### src/rtl/duty_ramp_ctrl_pkg.sv
// duty_ramp_ctrl_pkg: shared state encoding, default ceiling and the slew step helper
package duty_ramp_ctrl_pkg;
   localparam int MAX_DUTY_DEF = 100;
   typedef enum logic [1:0] {S_IDLE = 2'd0, S_RAMP = 2'd1, S_STOP = 2'd2} state_e;
   // One slew step from cur toward tgt, 8 bits wide so the add/subtract never wraps
   function automatic logic [6:0] step_toward(input logic [6:0] cur, input logic [6:0] tgt, input logic [7:0] step);
      logic [7:0] c, t;
      c = {1'b0, cur};
      t = {1'b0, tgt};
      return 7'((t > c) ? ((t - c <= step) ? t : c + step) : ((c - t <= step) ? t : c - step));
   endfunction
endpackage

### src/rtl/duty_ramp_ctrl_tick_divider.sv
// tick_divider: counts en pulses and emits a one-cycle tick every DIV pulses
module tick_divider #(
   parameter int DIV = 1000,
   parameter int W   = 10
) (
   input  logic clk,
   input  logic reset,
   input  logic clear,
   input  logic en,
   output logic tick
);
   logic [W-1:0] cnt_q, cnt_d;
   assign tick = en && !clear && (cnt_q == W'(DIV - 1));
   // next count: clear wins, then hold without en, wrap on tick
   always_comb cnt_d = clear ? '0 : !en ? cnt_q : tick ? '0 : cnt_q + 1'b1;
   // counter register
   always_ff @(posedge clk) cnt_q <= reset ? '0 : cnt_d;
endmodule

### src/rtl/duty_ramp_ctrl.sv
// duty_ramp_ctrl: slews pwm duty toward a commanded target with estop override
module duty_ramp_ctrl
   import duty_ramp_ctrl_pkg::*;
#(
   parameter int RAMP_DIV = 1000,
   parameter int DIV_W    = 10,
   parameter int STEP     = 1,
   parameter int MAX_DUTY = MAX_DUTY_DEF
) (
   input  logic       clk,
   input  logic       reset,
   input  logic       one_MHz_enable,
   input  logic       cmd_valid,
   input  logic [6:0] cmd_duty,
   output logic       cmd_ready,
   input  logic       estop,
   output logic [6:0] duty_cycle,
   output logic       at_target,
   output logic       busy
);
   state_e     state_q, state_d;
   logic [6:0] duty_q, duty_d, tgt_q, tgt_d, cmd_clamped, nxt;
   logic       rdy_q, accept, tick, clear;
   assign cmd_ready   = rdy_q && state_q != S_STOP;
   assign accept      = cmd_valid && cmd_ready;
   assign cmd_clamped = (cmd_duty > 7'(MAX_DUTY)) ? 7'(MAX_DUTY) : cmd_duty;
   assign clear       = estop || accept || state_q != S_RAMP;
   assign nxt         = step_toward(duty_q, tgt_q, 8'(STEP));
   assign duty_cycle  = duty_q;
   assign at_target   = duty_q == tgt_q && state_q != S_STOP;
   assign busy        = state_q == S_RAMP;
   tick_divider #(.DIV(RAMP_DIV), .W(DIV_W)) u_div (
      .clk   (clk),
      .reset (reset),
      .clear (clear),
      .en    (one_MHz_enable),
      .tick  (tick)
   );
   // estop beats accept beats step; an accept swallows a coincident tick
   always_comb begin
      state_d = state_q;
      duty_d  = duty_q;
      tgt_d   = tgt_q;
      if (estop) begin
         state_d = S_STOP;
         duty_d  = '0;
         tgt_d   = '0;
      end else if (state_q == S_STOP) begin
         state_d = S_IDLE;
      end else if (accept) begin
         tgt_d   = cmd_clamped;
         state_d = (cmd_clamped != duty_q) ? S_RAMP : S_IDLE;
      end else if (tick) begin
         duty_d  = nxt;
         state_d = (nxt == tgt_q) ? S_IDLE : S_RAMP;
      end
   end
   // state, duty, target and ready-after-reset registers
   always_ff @(posedge clk) begin
      if (reset) begin
         state_q <= S_IDLE;
         duty_q  <= '0;
         tgt_q   <= '0;
         rdy_q   <= 1'b0;
      end else begin
         state_q <= state_d;
         duty_q  <= duty_d;
         tgt_q   <= tgt_d;
         rdy_q   <= 1'b1;
      end
   end
endmodule

### config.mk
export PLATFORM = sky130hd
export DESIGN_NAME = duty_ramp_ctrl
export DESIGN_NICKNAME = d
export VERILOG_FILES = /design/src/rtl/duty_ramp_ctrl_pkg.sv /design/src/rtl/duty_ramp_ctrl_tick_divider.sv /design/src/rtl/duty_ramp_ctrl.sv
export SDC_FILE = /design/constraint.sdc
export NUM_CORES = 1
export LEC_CHECK = 0
export ABC_CLOCK_PERIOD_IN_PS = 2900
export CORE_MARGIN = 1.5
export CORE_UTILIZATION = 55
export CTS_BUF_LIST = sky130_fd_sc_hd__clkbuf_2
export DETAILED_ROUTE_END_ITERATION = 10
export PLACE_DENSITY = 0.8
export SYNTH_ARGS = -nofsm -noshare
export SYNTH_HDL_FRONTEND = slang
export SYNTH_SLANG_ARGS = --single-unit
### constraint.sdc
create_clock -name clk -period 2.9 [get_ports clk]
set_clock_uncertainty 0.15 [all_clocks]
set_input_delay 0.435 -clock clk [delete_from_list [all_inputs] [get_ports clk]]
set_output_delay 0.435 -clock clk [all_outputs]
set_load 0.02 [all_outputs]
# == After elaboration in Yosys (flattened, before gate mapping) ==
# Cells that the tools add are included.
# totals
input_bits,12
out_inout_bits,10
wordCells,52
regBits,27
# classes
addsub,5
bitwise,2
n_eq_ne,8
muxes,12
n_lt_le_gt_ge,4
reduce_logical,15
# op_table
cell,n
7-bit two-way mux,4
8-bit by 1-bit less-or-equal comparator with 1-bit output (second input constant),2
7-bit by 7-bit subtractor with 8-bit output,2
7-bit equality test,2
10-bit by 1-bit adder with 10-bit output (second input constant),1
10-bit equality test (second input constant),1
10-bit two-way mux,1
2-bit two-way mux,4
7-bit by 1-bit adder with 7-bit output (second input constant),1
7-bit greater-than comparator,1
7-bit greater-than comparator (second input constant),1
7-bit != test,1
7-bit by 1-bit subtractor with 7-bit output (second input constant),1
1-bit logical AND,5
4-bit nonzero test,1
2-bit OR reduction,2
1-bit two-way mux,3
3-bit AND reduction,1
3-bit OR reduction,1
2-bit by 1-bit equality test with 1-bit output (second input constant),1
2-bit equality test (second input constant),1
1-bit logical OR,2
2-bit by 1-bit != test with 1-bit output (second input constant),1
2-bit != test (second input constant),1
4 further kinds,5

# == Longest topological paths before layout ==
# Gate-level depths: netlist of run 1.
# depth
depth_word,12
depth_mapped,12
ltp_nobuf,12

# == Hierarchy ==
# From an unflattened synthesis of run 1, not the netlist that was laid out.
# hier_totals
cells_unflattened,342
hier_area_um2,2597.5
# by_module_without_submodules
mod,seq_area_each_um2,area_each_um2,cells_each,instances
duty_ramp_ctrl,340.3,2062.0,284,1
tick_divider,200.2,535.5,58,1

# == Worst setup path after synthesis of run 1 ==
# OpenSTA, ideal clock, no wires.
# synth_timing
kind,register -> register
startpoint,register duty_q[4] (netlist: duty_cycle[4])
endpoint,register duty_q[2] (netlist: duty_cycle[2])
path_stages_with_launch,12
t_arrival_ps,3063
t_required_ps,2692
synth_period_minus_slack_ps,3270
setup_time_ps,58
setup_slack_ps,-370
path_buffers,2
path_cell_list,dfxtp_1 -> clkbuf_1 -> inv_1 -> ha_1 -> buf_4 -> a311o_1 -> a21oi_1 -> mux2_1 -> o31a_1 -> a311oi_1 -> o2111a_1 -> a21o_1
# synth_between
elab_chain_len,4
word_cells_on_any_way,8
cone_classes,add/sub: 2; order compare: 3; mux: 3
# synth_lines
item,line,rtl
from (decl),duty_ramp_ctrl.sv:22,"logic [6:0] duty_q, duty_d, tgt_q, tgt_d, cmd_clamped, nxt;"
from (signal assigned),duty_ramp_ctrl.sv:67,duty_q <= duty_d;
7-bit by 7-bit subtractor with 8-bit output,duty_ramp_ctrl_pkg.sv:10,return 7'((t > c) ? ((t - c <= step) ? t : c + step) : ((c - t <= step) ? t : c - step));
8-bit by 1-bit less-or-equal comparator with 1-bit output,duty_ramp_ctrl_pkg.sv:10,
7-bit two-way mux,duty_ramp_ctrl_pkg.sv:10,
7-bit two-way mux (*),duty_ramp_ctrl_pkg.sv:10,
# Mark *: on every way between the ends. The rest lies on a longest branch, timed or not.
# A chain may end at the register's enable or synchronous reset.

# == Worst setup path in the final report of run 1 ==
# Same ends and word-level chain as after synthesis.

==> key figures, run 1 <==
Status
  – Outcome: completed

Worst setup path
  – Worst Reg-to-Reg Cells: 10
  – Worst R2R End: duty_cycle[2]
  – R2r setup slk: just over 80 ps
  – Critical path class: reg -> reg
  – Setup crit end kind: flop
  – CP Data Arrival Time: about 3000 ps
  – Worst path required time: 3130 ps
  – Worst R2R Start: duty_cycle[4]
  – Crit-path max FO: 7
  – Startpoint Class: flop

Synthesis
  – Async set-reset flop share out of synthesis: 0
  – Seq cells post-synth: 27
  – Cells after Synth: 347
  – Synth Area per Inst: 7.36 um^2
  – Yosys warnings: 0
  – Sequential share of the synthesized area: 0.212
  – Synth Flop Type: dfxtp_1
  – Syn Nets: around 380
  – Mapped cell area: 0.00255 mm^2
  – Post-synth EDFFs: 0
  – Netlist cell types: 62

Placement
  – GPL Wtd Cong: 0.978
  – I/O Buffers: 21
  – Worst slack at placement: 34.1 ps
  – Post-DP HPWL: between 5 and 6 mm

Power
  – Pwr Density: 244 mW/mm^2
  – Static Leak: 1.16 nW
  – Max IR drop VDD: 0.173 mV

Layout
  – Fill cells: about 370
  – Nets: between 400 and 500
  – Reg area: 562 um^2
  – Antenna cells: 0
  – Synth-to-layout area growth: 23.5%
  – Multi-input gate area: around 0.0020 mm^2
  – Layout cell share with drive strength beyond 1: 0.204

STA
  – Hold Vio Cnt, Final: 0
  – Setup ws final: 80.5 ps
  – Max Clk Rate: 355 MHz
  – Worst slew margin: 0.686
  – Worst-Margin Slew: 470 ps
  – Max-slew violation count: 0
  – Worst hold slack: 373 ps
  – Min Tclk post-route: approximately 2800 ps
  – Final period util: 0.972
  – Unrepaired setup endpoints after global routing: yes
  – Endpoints failing setup: 0

GRT
  – Total Routing Usage GR: 0.285
  – Initial antenna violation count: 0
  – Global-route wire length before repair: between 10 and 15 mm
  – Vias in the first global route: 2,445
  – Pin count of the biggest net entering global routing: 17
  – GRT overflow: 0

Clock tree
  – Num CTS Buffers: 3
  – Hold buffers post-CTS: 0
  – CTS tree: done
  – Clock input transition at the sequential cells of the worst setup and hold paths: 280 ps
  – Root Driver: clkbuf_2
  – Sink Count: 27
  – Clk_lat worst skew: 400 ps
  – Buffers from clock root to sink, at most: 2
  – H-tree levels: 1

Hold path
  – Worst Hold Endpoint: u_div.cnt_q[1]
  – Worst hold-check path type: reg -> reg
  – Worst Min Path Start: u_div.cnt_q[1]
  – Hold depth: 2

Job
  – Max-cap viol count: 0

Floorplanning
  – Initial Util: 0.578
  – CORE AREA: 0.00441 mm^2
  – Width of the die: 71.1 um
  – Full die area: 0.00506 mm^2
  – Die height: roughly 70 um
  – I/O pin cnt: 22
  – Row count: 24

Drt
  – Routed WL per cell: between 15 and 20 um
  – Vias: roughly 2,800
  – Vias per inst: 6.37
  – Drt pass-1 iters: 6
  – Detailed Route Iter0 Violations: about 260
  – Final ANT Viol Nets: 0
  – Total Wirelength: approximately 7.4 mm
  – DRC viols: 0
## power by group
part	switching, mW	total (mW)	leakage [nW]	internal, mW
combinational	0.127	0.228	0.916	0.100
clock	0.130	0.163	0.0169	0.0337
sequential	0.00386	0.377	0.224	0.373
## flip-flops by register name, summed over array words and instances (netlist names)
register	cells
u_div.cnt_q	10
tgt_q	7
duty_cycle	7
rdy_q	1
state_q	2
## how the worst max path moves through the flow
stage | start | to | slack, ps | cells past startpoint
floorplan | duty_cycle[4] | duty_cycle[2] | -7 | 11
global placement | tgt_q[3] | duty_cycle[2] | 110 | 10
detailed placement | tgt_q[0] | duty_cycle[2] | 30 | 11
CTS | tgt_q[0] | duty_cycle[2] | 4 | 11
global route | duty_cycle[4] | duty_cycle[2] | -10 | 10
finish | duty_cycle[4] | duty_cycle[2] | 80 | 10
## layout by cell type (no fill, tap or decap), types with 5 or more instances in the layout
cell,netlist,final
a21oi_1,19,18
a31oi_1,6,5
and2_1,7,6
and3_1,8,8
buf_4,3,30
clkdlybuf4s50_1,0,20
dfxtp_1,27,18
dfxtp_2,0,5
ha_1,17,11
inv_1,20,18
nand2_1,34,34
nand3_1,22,22
nor2_1,36,35
nor3_1,13,11
o21ai_0,17,16
or2_2,5,5
xnor2_1,12,12
xor2_1,14,14
## critical path: stages (launching register included)
cell	delay, ps
dfxtp_4	420
inv_2	50
ha_4	250
and2_1	150
a311o_1	330
a21oi_2	130
mux2_4	330
o31a_1	400
a311oi_2	290
o2111a_1	210
a21o_1	80
## routing by layer
metal / wire (um) / track usage / share of wire / vias up
li1: - / - / - / 1332
met1: 3190 / 0.371 / 0.43 / 1292
met2: 3560 / 0.481 / 0.48 / 143
met3: 469 / 0.0456 / 0.063 / 29
met4: 210 / 0.0943 / 0.028 / 0
met5: 0 / 0 / 0 / -
## cell type report
type                            count  area share
Sequential cell                    27       0.178
Clock buffer                        3     0.00476
Multi-Input combinational cell    284       0.625
Inverter                           20      0.0250
Timing Repair Buffer               52       0.144
Clock inverter                      1     0.00198
Tap cell                           52      0.0206
## kinds of logic (layout without fill, tap and decap cells)
logic type / Yosys count / count (layout) / share of synthesized area
AND/OR/NAND/NOR: 148 / 148 / 0.283
AO/OA/AOI/OAI: 88 / 88 / 0.244
buffers and inverters: 36 / 76 / 0.0608
flip-flops: 27 / 27 / 0.212
XOR/XNOR: 26 / 26 / 0.0892
adder cells (fa/ha/maj): 19 / 19 / 0.0990
multiplexers: 3 / 3 / 0.0123
## cells in the mapped netlist (7+ instances only)
cell,count,share of area
a21oi_1,19,0.037
and2_1,7,0.017
and3_1,8,0.020
clkbuf_1,11,0.016
dfxtp_1,27,0.21
ha_1,17,0.083
inv_1,20,0.029
nand2_1,34,0.050
nand3_1,22,0.043
nor2_1,36,0.053
nor3_1,13,0.025
o21ai_0,17,0.033
xnor2_1,12,0.041
xor2_1,14,0.048
## repair_timing
action,in CTS,in global routing
endpoints found under the setup margin,2,9
pin swaps,2,9
gates cloned,0,0
setup buffers,1,2
gates resized for setup,3,26
## metrics by stage
step	TNS [ps]	utilization	power, mW	std cells	instance area (um^2)
2_1_floorplan	-6.65	-	0.520	347	2610
3_3_place_gp	0	0.676	0.582	432	2980
3_5_place_dp	0	0.676	0.585	432	2980
4_1_cts	0	0.683	0.744	437	3010
5_1_grt	-28.3	0.714	0.796	439	3150
6_report	0	0.714	0.768	439	3150
Note: power is estimated with default switching activity, not from simulation.
==> run 2: changes to the inputs <==
- ABC_CLOCK_PERIOD_IN_PS: 2900 -> 2500
- clock period: 2.9 -> 2.5 ns (I/O delays scaled with it)
==> key figures, run 2 (synthesis gave the netlist of run 1 again) <==
Status
  – Failing checks: setup timing
  – Outcome: complete, but fails checks (was completed)

Power
  – Sw Share: 0.341 (was 0.340)
  – Sequential share of power: 0.455 (was 0.491)
  – Total power: 0.953 mW (was 0.768 mW)
  – Net switching power: 0.324 mW (was 0.261 mW)
  – Static Leak: 1.35 nW (was 1.16 nW)
  – Max IR drop VDD: 0.244 mV (was 0.173 mV)
  – Pwr Density: 269 mW/mm^2 (was 244 mW/mm^2)
  – Cell Int Power: 0.628 mW (was 0.507 mW)
  – Logic pwr share: 0.357 (was 0.297)
  – Clock share of power: 0.187 (was 0.213)

Worst setup path
  – Setup crit end kind: flop (unchanged)
  – Crit-path max FO: 7 (unchanged)
  – Startpoint Class: flop (unchanged)
  – Critical path class: reg -> reg (unchanged)
  – Worst path required time: 2690 ps (was 3130 ps)
  – Worst R2R Start: tgt_q[0] (was duty_cycle[4])
  – CP Data Arrival Time: 3050 ps (about the same)
  – Origin of the worst setup path: tgt_q[0] (was duty_cycle[4])
  – Worst Reg-to-Reg Cells: 12 (was 10)

STA
  – Min Tclk post-route: 2850 ps (was 2820 ps)
  – Final period util: 1.14 (was 0.972)
  – Worst hold slack: 359 ps (was 373 ps)
  – Max Clk Rate: 350 MHz (was 355 MHz)
  – Setup ws final: -355 ps (was 80.5 ps)
  – Unrepaired setup endpoints after global routing: yes (unchanged)
  – Worst-Margin Slew: 495 ps (was 470 ps)
  – Endpoints failing setup: 8 (was 0)
  – Worst slew margin: 0.669 (was 0.686)
  – Hold Vio Cnt, Final: 0 (unchanged)
  – Max-slew violation count: 0 (unchanged)

Layout
  – Design area: 0.00355 mm^2 (was 0.00315 mm^2)
  – Synth-to-layout area growth: 39.0% (was 23.5%)
  – Antenna cells: 0 (unchanged)
  – Commonest non-fill, non-tap cell in the layout: buf_4 (was nor2_1)
  – Nets: 450 (was 419)
  – Reg area: 573 um^2 (was 562 um^2)
  – Top reg by flops: u_div.cnt_q (unchanged)
  – Multi-input gate area: 0.00212 mm^2 (was 0.00197 mm^2)
  – Final Util: 0.804 (was 0.714)
  – Layout cell share with drive strength beyond 1: 0.311 (was 0.204)
  – Fill cells: 295 (was 368)
  – Max FFs per register: 10 (unchanged)
  – Most frequent cells in the layout: buf_4 (60), nand2_1 (34), nor2_1 (34) (was nor2_1 (35), nand2_1 (34), buf_4 (30))

Clock tree
  – Hold buffers post-CTS: 0 (unchanged)
  – Sink Count: 27 (unchanged)
  – H-tree levels: 1 (unchanged)
  – Root Driver: clkbuf_2 (unchanged)
  – Buffers from clock root to sink, at most: 2 (unchanged)
  – Clock input transition at the sequential cells of the worst setup and hold paths: 270 ps (was 280 ps)
  – CTS tree: done (unchanged)
  – Clk_lat worst skew: 380 ps (was 400 ps)
  – Num CTS Buffers: 3 (unchanged)

Drt
  – Detailed Route Iter0 Violations: 455 (was 258)
  – Drt pass-1 iters: 6 (unchanged)
  – Routed WL per cell: 17.8 um (was 16.9 um)
  – Wl on met1: 3.50 mm (was 3.19 mm)
  – Vias per inst: 6.41 (was 6.37)
  – Met3 Wirelength: 759 um (was 469 um)
  – Top Metal Used: met4 (unchanged)
  – Final ANT Viol Nets: 0 (unchanged)
  – Vias: 3,014 (was 2,796)
  – Total Wirelength: 8.35 mm (was 7.42 mm)
  – DRC viols: 0 (unchanged)
  – WL met2: 3.80 mm (was 3.56 mm)

Floorplanning
  – I/O pin cnt: 22 (unchanged)
  – Die height: 71.1 um (unchanged)
  – Row count: 24 (unchanged)
  – Initial Util: 0.578 (unchanged)
  – CORE AREA: 0.00441 mm^2 (unchanged)
  – Width of the die: 71.1 um (unchanged)
  – Full die area: 0.00506 mm^2 (unchanged)

GRT
  – GRT overflow: 0 (unchanged)
  – Global-route wire length before repair: 13.0 mm (was 11.6 mm)
  – Pin count of the biggest net entering global routing: 16 (was 17)
  – Vias in the first global route: 2,715 (was 2,445)
  – Total Routing Usage GR: 0.323 (was 0.285)
  – Initial antenna violation count: 0 (unchanged)

Placement
  – Post-place instance area: 0.00328 mm^2 (was 0.00298 mm^2)
  – Post-DP HPWL: 6.13 mm (was 5.52 mm)
  – GPL Wtd Cong: 1.03 (was 0.978)
  – Worst slack at placement: -307 ps (was 34.1 ps)
  – I/O Buffers: 21 (unchanged)

Job
  – Max-cap viol count: 0 (unchanged)

Hold path
  – Worst hold-check path type: in -> reg (was reg -> reg)
  – Worst Min Path Start: reset (was u_div.cnt_q[1])
  – Hold depth: 2 (unchanged)
[run 2: critical path: stages (launching register included)]
cell and delay (ps):
dfxtp_4 410, inv_2 70, ha_4 120, inv_1 50, fa_2 370, a211oi_4 340
nor2_2 80, xor2_2 190, nor3_4 250, a21oi_4 140, buf_4 160, a221o_1 360
o21ai_1 120
[run 2: layout make-up]
type | instances | share of cell area
repair buffers | 83 | 0.193
multi-input cells | 284 | 0.597
inverters | 20 | 0.0247
well taps | 52 | 0.0183
clock buffers | 3 | 0.00423
flip-flops and latches | 27 | 0.162
clock inverters | 1 | 0.00141
[run 2: metal layers]
metal / GRT usage / up-vias
li1: - / 1396
met1: 0.442 / 1397
met2: 0.530 / 173
met3: 0.0613 / 48
met4: 0.0734 / 0
met5: 0 / -
[run 2: repair_timing]
action	in CTS	in global routing
pin swaps	14	14
setup endpoints to repair	9	9
resized for setup	28	19
buffers inserted	1	5
[run 2: final timing paths]
path                            slack [ps]             end
worst max register to register        -350   duty_cycle[5]
worst min-delay path                   360           rdy_q
worst min register to register         360  u_div.cnt_q[1]
worst max-delay path                  -350   duty_cycle[5]
[run 2: power groups by stage]
stage / clock network, mW / logic [mW] / registers, mW
2_1_floorplan: 0 / 0.164 / 0.443
3_3_place_gp: 0 / 0.276 / 0.443
3_5_place_dp: 0 / 0.280 / 0.443
4_1_cts: 0.179 / 0.306 / 0.434
5_1_grt: 0.191 / 0.362 / 0.435
6_report: 0.179 / 0.340 / 0.434
[run 2: metrics by stage]
step | setup TNS, ps | cells
6_report | -2260 | 470
3_3_place_gp | -1770 | 460
4_1_cts | -1360 | 465
2_1_floorplan | -955 | 347
3_5_place_dp | -2000 | 460
5_1_grt | -2960 | 470
